--- config.mk ---
export PLATFORM = sky130hd
export DESIGN_NAME = port_freq_meter
export DESIGN_NICKNAME = d
export VERILOG_FILES = /design/src/rtl/port_freq_meter.sv
export SDC_FILE = /design/constraint.sdc
export NUM_CORES = 1
export LEC_CHECK = 0
export CAP_MARGIN = 30
export CORE_AREA = 2 2 164 166
export DETAILED_ROUTE_END_ITERATION = 8
export DIE_AREA = 0 0 166 168
export PLACE_DENSITY_LB_ADDON = 0.2
export SLEW_MARGIN = 20
export SYNTH_ARGS = -nofsm -noshare
export SYNTH_HDL_FRONTEND = slang
export SYNTH_SLANG_ARGS = --single-unit
--- constraint.sdc ---
create_clock -name clk -period 4.9 [get_ports clk]
set_input_delay 0.98 -clock clk [delete_from_list [all_inputs] [get_ports clk]]
set_output_delay 0.98 -clock clk [all_outputs]
set_load 0.01 [all_outputs]
--- src/rtl/port_freq_meter.sv ---
// port_freq_meter: input-side frequency meter for a WIDTH-bit pin port.
// Counts rising edges on one selected pin over a GATE_TIME-cycle window and
// returns the count plus a synchronized port snapshot over valid/ready.
// Optional macro PORT_FREQ_METER_CONTINUOUS_EN: back-to-back windows after
// the first start, with a sticky 'overrun' output for unread results.
module port_freq_meter #(
  parameter int WIDTH     = 16,
  parameter int GATE_TIME = 10000000,
  parameter int CNT_W     = 24
) (
  input  logic             clk,
  input  logic             rst,
  input  logic [WIDTH-1:0] port_in,
  input  logic [3:0]       sel,
  input  logic             start,
  output logic             busy,
  output logic [CNT_W-1:0] count,
  output logic [WIDTH-1:0] snapshot,
  output logic             overflow,
  output logic             valid,
`ifdef PORT_FREQ_METER_CONTINUOUS_EN
  output logic             overrun,
`endif
  input  logic             ready
);

  // Gate counter must hold GATE_TIME without truncation.
  localparam int GW = $clog2(GATE_TIME + 1);
  localparam logic [GW-1:0]    GATE_LAST = GW'(GATE_TIME - 1);
  localparam logic [CNT_W-1:0] CNT_MAX   = '1;
  localparam logic [4:0]       WIDTH_L   = 5'(WIDTH);
  localparam logic [WIDTH-1:0] ONE       = {{(WIDTH-1){1'b0}}, 1'b1};

  typedef enum logic [1:0] {
    IDLE = 2'd0,
    ARM  = 2'd1,
    GATE = 2'd2,
    HOLD = 2'd3
  } state_t;

  state_t           state_q, state_d;
  logic [3:0]       sel_q, sel_d;
  logic [WIDTH-1:0] sync1_q, sync1_d;
  logic [WIDTH-1:0] sync2_q, sync2_d;
  logic [WIDTH-1:0] prev_q, prev_d;
  logic [GW-1:0]    gate_q, gate_d;
  logic [CNT_W-1:0] acc_q, acc_d;
  logic             acc_ovf_q, acc_ovf_d;
  logic [CNT_W-1:0] count_q, count_d;
  logic [WIDTH-1:0] snap_q, snap_d;
  logic             ovf_q, ovf_d;
  logic             valid_q, valid_d;
`ifdef PORT_FREQ_METER_CONTINUOUS_EN
  logic             overrun_q, overrun_d;
`endif

  logic [WIDTH-1:0] sel_mask;
  logic             rise;
  logic             handshake;
  logic [CNT_W-1:0] acc_next;
  logic             acc_ovf_next;

  // Edge detect on the latched bit: synchronized level high, previous level low.
  always_comb begin
    sel_mask = ONE << sel_q;
    rise     = (|(sync2_q & sel_mask)) & ~(|(prev_q & sel_mask));
  end

  // Pin path: two-flop synchronizer, then a prev copy for edge detection.
  // prev follows sync every cycle, so the ARM cycle leaves prev equal to the
  // current level and a pin already high is not counted as an edge.
  always_comb begin
    sync1_d = port_in;
    sync2_d = sync1_q;
    prev_d  = sync2_q;
  end

  // Saturating accumulator step; the flag records that a real edge was lost.
  always_comb begin
    acc_next     = acc_q;
    acc_ovf_next = acc_ovf_q;
    if (rise) begin
      if (acc_q == CNT_MAX) begin
        acc_ovf_next = 1'b1;
      end else begin
        acc_next = acc_q + 1'b1;
      end
    end
  end

  // Measurement sequencer plus result register and handshake.
  always_comb begin
    state_d   = state_q;
    sel_d     = sel_q;
    gate_d    = gate_q;
    acc_d     = acc_q;
    acc_ovf_d = acc_ovf_q;
    count_d   = count_q;
    snap_d    = snap_q;
    ovf_d     = ovf_q;
    valid_d   = valid_q;
`ifdef PORT_FREQ_METER_CONTINUOUS_EN
    overrun_d = overrun_q;
`endif
    handshake = valid_q & ready;

    if (handshake) begin
      valid_d = 1'b0;
`ifdef PORT_FREQ_METER_CONTINUOUS_EN
      overrun_d = 1'b0;
`endif
    end

    case (state_q)
      IDLE: begin
        if (start) begin
          sel_d   = ({1'b0, sel} >= WIDTH_L) ? 4'd0 : sel;
          state_d = ARM;
        end
      end
      ARM: begin
        gate_d    = '0;
        acc_d     = '0;
        acc_ovf_d = 1'b0;
        state_d   = GATE;
      end
      GATE: begin
        acc_d     = acc_next;
        acc_ovf_d = acc_ovf_next;
        if (gate_q == GATE_LAST) begin
          count_d = acc_next;
          snap_d  = sync2_q;
          ovf_d   = acc_ovf_next;
          valid_d = 1'b1;
`ifdef PORT_FREQ_METER_CONTINUOUS_EN
          if (valid_q && !ready) begin
            overrun_d = 1'b1;
          end
          state_d = ARM;
`else
          state_d = HOLD;
`endif
        end else begin
          gate_d = gate_q + 1'b1;
        end
      end
      HOLD: begin
        if (handshake) begin
          state_d = IDLE;
        end
      end
      default: state_d = IDLE;
    endcase
  end

  // State and datapath registers; reset aborts any measurement in flight.
  always_ff @(posedge clk or posedge rst) begin
    if (rst) begin
      state_q   <= IDLE;
      sel_q     <= '0;
      sync1_q   <= '0;
      sync2_q   <= '0;
      prev_q    <= '0;
      gate_q    <= '0;
      acc_q     <= '0;
      acc_ovf_q <= 1'b0;
      count_q   <= '0;
      snap_q    <= '0;
      ovf_q     <= 1'b0;
      valid_q   <= 1'b0;
`ifdef PORT_FREQ_METER_CONTINUOUS_EN
      overrun_q <= 1'b0;
`endif
    end else begin
      state_q   <= state_d;
      sel_q     <= sel_d;
      sync1_q   <= sync1_d;
      sync2_q   <= sync2_d;
      prev_q    <= prev_d;
      gate_q    <= gate_d;
      acc_q     <= acc_d;
      acc_ovf_q <= acc_ovf_d;
      count_q   <= count_d;
      snap_q    <= snap_d;
      ovf_q     <= ovf_d;
      valid_q   <= valid_d;
`ifdef PORT_FREQ_METER_CONTINUOUS_EN
      overrun_q <= overrun_d;
`endif
    end
  end

  assign busy     = (state_q != IDLE);
  assign count    = count_q;
  assign snapshot = snap_q;
  assign overflow = ovf_q;
  assign valid    = valid_q;
`ifdef PORT_FREQ_METER_CONTINUOUS_EN
  assign overrun  = overrun_q;
`endif

endmodule

==> impl_metrics.env, run 1 <==
export IMPL_cts_buffers=17
export IMPL_drt_iter0_markers=267
export IMPL_synth_area_leaders="dfrtp_1, nand2_1, mux2_2"
export IMPL_antenna_found_initial=0
export IMPL_synth_top_cell_area_share=0.563
export IMPL_cap_violations=0
export IMPL_final_layout_size_suffix_gt1_frac=0.117
export IMPL_crit_arrival_ns=3.49
export IMPL_yosysSeqAreaShare=0.563
export IMPL_cp_start_kind="flop"
export IMPL_nets=684
export IMPL_hold_class="flop to flop"
export IMPL_wl_per_cell_um=14.7
export IMPL_place_gp_congestion=0.756
export IMPL_core_area_um2=26400
export IMPL_place_area_um2=7460
export IMPL_fin_setup_tns_ns=0
export IMPL_clock_sinks=145
export IMPL_syn2layout_area_growth_pct=25.4
export IMPL_end_kind="flop"
export IMPL_comb_power_share=0.237
export IMPL_grt_max_degree=63
export IMPL_yosysWarnings=0
export IMPL_path_class="flop to flop"
export IMPL_cts_clk_slew_worst_paths_ns=0.07
export IMPL_fp_dieH_um=168
export IMPL_p_int_w=0.00226
export IMPL_port_buffers=66
export IMPL_syn_area_um2=6440
export IMPL_rsz0062_at_grt="no"
export IMPL_cp_data_required_time_ns=5.22
export IMPL_drtAntennaViolNets=0
export IMPL_p_leak_nw=3.38
export IMPL_power_density_nw_per_um2=434
export IMPL_cts_buffer_depth=2
export IMPL_post_route_min_period_ns=3.17
export IMPL_finalSetupViolations=0
export IMPL_die_area_um2=27900
export IMPL_initial_core_util=0.245
export IMPL_synth_edf_count=0
export IMPL_power_frac_clock=0.375
export IMPL_crit_fanout=19
export IMPL_grt_pass1_wl_um=25500
export IMPL_worst_slew_pin_transition_ns=0.780
export IMPL_synthCells=588
export IMPL_syn_area_per_cell_um2=11.0
export IMPL_cts_tree="done"
export IMPL_grt_overflow_total=0
export IMPL_first_global_vias=4847
export IMPL_track_usage=0.113
export IMPL_ctsHtreeMaxLevel=4
export IMPL_ir_drop_uv=245
export IMPL_syn_num_nets=619
export IMPL_place_hpwl_um=10300
export IMPL_holdBufCountCts=0
export IMPL_rows=60
export IMPL_vias=4726
export IMPL_power_w=0.00350
export IMPL_cts_root_buf="clkbuf_16"
export IMPL_p_switching_w=0.00125
export IMPL_hold_violations=0
export IMPL_stdcell_area_um2=8080
export IMPL_cts_setup_buffers=0
export IMPL_synth_top_flop_cell="dfrtp_1"
export IMPL_seq_power_share=0.388
export IMPL_fp_dieW_um=166
export IMPL_nFillCells=2665
export IMPL_clk_latency_ns=0.43
export IMPL_post_synth_num_cell_types=65
export IMPL_async_reset_ff_frac=1.00
export IMPL_yosys_register_bits=145
export IMPL_cts_resized=0
export IMPL_timing_final_crit_share=0.646
export IMPL_viasPerCell=4.69
export IMPL_wl_um=14800
export IMPL_slew_headroom=0.478
export IMPL_firstDrtPassIters=4
export IMPL_r2r_setup_slack_ns=1.73
export IMPL_maxSlewViolCount=0
export IMPL_max_freq_mhz=316
export IMPL_clock_skew_final_ns=0.0123
export IMPL_switching_share=0.356
export IMPL_pin_count=67
export IMPL_synth_largest_area_cell="dfrtp_1"
export IMPL_drc_errors=0
export IMPL_diodes=0
export IMPL_outcome="finished, final reports clean"
-- through the flow --
| step | setup WS (ns) | utilization | hold slack [ns] | instances |
|---|---|---|---|---|
| floorplan | 0.0254 | - | 0.331 | 588 |
| detailed placement | 1.78 | 0.283 | 0.335 | 974 |
| finish | 1.73 | 0.307 | 0.349 | 1007 |
| global route | 1.56 | 0.307 | 0.352 | 1007 |
| global placement | 1.53 | 0.282 | 0.335 | 972 |
| CTS | 1.76 | 0.306 | 0.350 | 1006 |
-- cell usage after synthesis (3+ instances only) --
| cell | n |
|---|---|
| o21ai_1 | 5 |
| ha_1 | 7 |
| mux2i_1 | 8 |
| a211oi_1 | 3 |
| or3_1 | 4 |
| nor2_1 | 24 |
| nand4_1 | 12 |
| a21oi_1 | 19 |
| buf_2 | 3 |
| o21ai_0 | 45 |
| and2_1 | 3 |
| a41oi_1 | 5 |
| and3_1 | 13 |
| buf_6 | 6 |
| mux2_2 | 21 |
| xor2_1 | 24 |
| o31ai_1 | 15 |
| nand3b_1 | 5 |
| xnor2_1 | 9 |
| nor3_1 | 8 |
| o211ai_1 | 3 |
| inv_1 | 16 |
| and4_1 | 3 |
| nor4_1 | 5 |
| nand2_1 | 64 |
| buf_4 | 3 |
| a31oi_1 | 13 |
| nand3_1 | 34 |
| a21o_1 | 3 |
| dfrtp_1 | 145 |
| clkbuf_1 | 17 |
-- power by group through the flow --
stage / Combinational (W) / Sequential [W] / Clock, W
detailed placement: 0.000823 / 0.00138 / 0
finish: 0.000830 / 0.00136 / 0.00131
global placement: 0.000793 / 0.00138 / 0
global route: 0.000922 / 0.00138 / 0.00140
floorplan: 0.000722 / 0.00131 / 0
CTS: 0.000831 / 0.00136 / 0.00135
-- cells by family after synthesis --
family / Yosys count / synth area share
and+or+nand+nor: 198 / 0.163
adders and majority gates: 7 / 0.0136
buffers and inverters: 48 / 0.0375
xor gates and xnor gates: 33 / 0.0449
DFF: 145 / 0.563
muxes: 31 / 0.0561
AOI/OAI and AO/OA: 126 / 0.122
-- worst paths after layout --
path | start | endpoint | cells after the start
worst min-delay path | sync1_q[15] | prev_d[15] | 0
worst max-delay path | sel_q[3] | acc_q[13] | 8
worst min register to register | sync1_q[15] | prev_d[15] | 0
worst max register to register | sel_q[3] | acc_q[13] | 8
max in group asynchronous | rst | acc_q[12] | 4
min in group asynchronous | rst | sync1_q[12] | 2
-- state kept, by name, indices dropped and copies added (netlist names) --
| name | cells |
|---|---|
| state_q | 2 |
| count | 24 |
| prev_q | 16 |
| gate_q | 24 |
| valid | 1 |
| snapshot | 16 |
| sel_q | 4 |
| overflow | 1 |
| prev_d | 16 |
| sync1_q | 16 |
| acc_ovf_q | 1 |
| acc_q | 24 |
-- placed cells by master (no fill, tap or decap), drive strengths merged, types with 18 or more instances in the layout --
master,count
dfrtp,145
xor2,24
clkdlybuf4s50,66
nand3,35
inv,24
nand2,64
nor2,24
a21oi,19
o21ai,50
clkbuf,18
mux2,21
-- critical path: stages (launching register included) --
cell and delay, ns:
dfrtp_1 0.73, nand3b_1 0.19, a211oi_1 0.08, or4_4 0.57, a211oi_4 0.65, buf_6 0.25
nand4_1 0.18, a21o_1 0.22, a21o_1 0.17
-- metal layers --
layer / global-route usage / up-vias / share of wire
li1: - / 2255 / -
met3: 0.0254 / 22 / 0.040
met1: 0.144 / 2351 / 0.45
met2: 0.186 / 98 / 0.49
met4: 0.0495 / 0 / 0.019
met5: 0 / - / 0
-- cell type report --
class / count / area, um^2 / share of cell area
clock buffer: 17 / 425 / 0.0527
clock inverter: 15 / 188 / 0.0232
inverter: 17 / 68.8 / 0.00852
multi-input combinational: 395 / 2570 / 0.319
sequential: 145 / 3630 / 0.449
tap: 341 / 427 / 0.0528
timing repair buffer: 77 / 767 / 0.0950
Power figures use the tool's default switching activity.
==> inputs of run 2 (changes only) <==
==> constraint.sdc (replaced) <==
create_clock -name clk -period 2.6 [get_ports clk]
set_input_delay 0.52 -clock clk [delete_from_list [all_inputs] [get_ports clk]]
set_output_delay 0.52 -clock clk [all_outputs]
set_load 0.01 [all_outputs]
==> impl_metrics.env, run 2 (synthesis gave the netlist of run 1 again) <==
export IMPL_layout_common_cells="dfrtp_1, clkdlybuf4s50_1, nand2_1, buf_4, o21ai_0"
export IMPL_crit_slowest_cell="or4bb_1"
export IMPL_p_leak_nw=3.54
export IMPL_crit_fanout=14
export IMPL_worstRegToRegCells=11
export IMPL_holdBufCountCts=0
export IMPL_port_buffers=66
export IMPL_cts_root_buf="clkbuf_16"
export IMPL_final_layout_size_suffix_gt1_frac=0.173
export IMPL_place_area_um2=7660
export IMPL_initial_core_util=0.245
export IMPL_fp_dieH_um=168
export IMPL_ctsHtreeMaxLevel=4
export IMPL_cts_buffers=17
export IMPL_maxSlewViolCount=0
export IMPL_antenna_found_initial=0
export IMPL_crit_arrival_ns=2.92
export IMPL_slowest_delay_ns=0.52
export IMPL_core_area_um2=26400
export IMPL_cts_clk_slew_worst_paths_ns=0.06
export IMPL_post_route_min_period_ns=2.58
export IMPL_grt_overflow_total=0
export IMPL_crit_chain="buf_2 -> or4bb_1 -> a21oi_2 -> nor4_2 -> a211oi_4 -> buf_6 -> buf_4 -> clkbuf_16 -> nand3_1 -> or3_1 -> o21ai_0"
export IMPL_syn2layout_area_growth_pct=29.7
export IMPL_rows=60
export IMPL_track_usage=0.113
export IMPL_finalSetupViolations=0
export IMPL_slew_headroom=0.617
export IMPL_drtAntennaViolNets=0
export IMPL_clock_sinks=145
export IMPL_firstDrtPassIters=4
export IMPL_drt_iter0_markers=226
export IMPL_nFillCells=2617
export IMPL_grt_max_degree=91
export IMPL_cts_tree="done"
export IMPL_seq_area_um2=3630
export IMPL_fp_dieW_um=166
export IMPL_vias=4780
export IMPL_outcome="finished, final reports clean"
export IMPL_place_gp_congestion=0.812
export IMPL_end_kind="flop"
export IMPL_grt_pass1_wl_um=25400
export IMPL_path_class="flop to flop"
export IMPL_whs_path_depth=0
export IMPL_drc_errors=0
export IMPL_hold_violations=0
export IMPL_viasPerCell=4.59
export IMPL_ir_drop_uv=483
export IMPL_max_freq_mhz=388
export IMPL_final_common_cell="dfrtp_1"
export IMPL_worst_slew_pin_transition_ns=0.573
export IMPL_clk_latency_ns=0.42
export IMPL_place_hpwl_um=10300
export IMPL_die_area_um2=27900
export IMPL_hold_class="flop to flop"
export IMPL_first_global_vias=4805
export IMPL_wl_per_cell_um=14.8
export IMPL_crit_buf_inv=4
export IMPL_final_util=0.317
export IMPL_stdcell_area_um2=8360
export IMPL_cap_violations=0
export IMPL_cp_top_family="simple AND/OR/NAND/NOR gates"
export IMPL_wl_um=15400
export IMPL_nets=719
export IMPL_fin_setup_tns_ns=0
export IMPL_cp_start_kind="flop"
export IMPL_rsz0062_at_grt="yes"
export IMPL_clock_skew_final_ns=0.00904
export IMPL_worst_path_stages=11
export IMPL_timing_final_crit_share=0.991
export IMPL_power_density_nw_per_um2=829
export IMPL_cp_data_required_time_ns=2.94
export IMPL_pin_count=67
export IMPL_diodes=0
export IMPL_multi_input_area_um2=2600
export IMPL_cts_buffer_depth=2
[run 2: power breakdown]
group	switching (W)	internal [W]	total, W
sequential	0.000139	0.00237	0.00251
combinational	0.00118	0.000956	0.00214
clock	0.000993	0.00129	0.00228
[run 2: final timing paths]
path / start / end / slack, ns
max in group asynchronous: rst / acc_q[1] / 1.42
min: sync1_q[13] / prev_d[13] / 0.35
max reg2reg: sel_q[3] / acc_q[4] / 0.02
min reg2reg: sync1_q[13] / prev_d[13] / 0.35
min in group asynchronous: rst / sync1_q[12] / 0.39
max: sel_q[3] / acc_q[4] / 0.02
[run 2: timing repair]
| action | in CTS | in global routing |
|---|---|---|
| hold endpoints to repair | 0 | 0 |
| cloned | 0 | 2 |
| gates resized for setup | 4 | 17 |
| setup buffers | 0 | 9 |
| pin swaps | 0 | 7 |
| endpoints found under the setup margin | 14 | 13 |
[run 2: worst register-to-register path, delay by kind of cell (launching register included)]
kind                   cells  cell delay (ns)
AND/OR/NAND/NOR            4             0.99
buffers and inverters      4             0.61
AO/OA/AOI/OAI              3             0.48
flip-flops                 1             0.41
[run 2: metal layers]
layer,vias up,GRT usage,share of wire
li1,2326,-,-
met1,2362,0.154,0.48
met2,83,0.178,0.48
met3,9,0.0273,0.029
met4,0,0.0329,0.0098
met5,-,0,0
[run 2: layout make-up]
type / count / area share
clock buffer: 19 / 0.0542
clock inverter: 12 / 0.0118
inverter: 17 / 0.00808
multi-input combinational: 395 / 0.311
sequential: 145 / 0.435
tap: 341 / 0.0510
timing repair buffer: 112 / 0.129
[run 2: stage by stage]
| step | setup slack, ns | total power (W) | hold WS [ns] | std cells |
|---|---|---|---|---|
| 6_report | 0.0245 | 0.00693 | 0.348 | 1041 |
| 5_1_grt | -0.0977 | 0.00734 | 0.351 | 1041 |
| 4_1_cts | 0.0699 | 0.00667 | 0.349 | 1030 |
| 3_5_place_dp | -0.118 | 0.00434 | 0.335 | 999 |
| 3_3_place_gp | 0.0176 | 0.00431 | 0.335 | 999 |
| 2_1_floorplan | 0.261 | 0.00382 | 0.331 | 588 |
==> inputs of run 3 (changes only) <==
--- a/config.mk
+++ b/config.mk
@@ -10,7 +10,6 @@
 export DETAILED_ROUTE_END_ITERATION = 8
 export DIE_AREA = 0 0 166 168
 export PLACE_DENSITY_LB_ADDON = 0.2
-export SLEW_MARGIN = 20
 export SYNTH_ARGS = -nofsm -noshare
 export SYNTH_HDL_FRONTEND = slang
 export SYNTH_SLANG_ARGS = --single-unit
==> results of run 3 <==
Same layout as run 2: the final DEF is identical, and so are final timing and power.
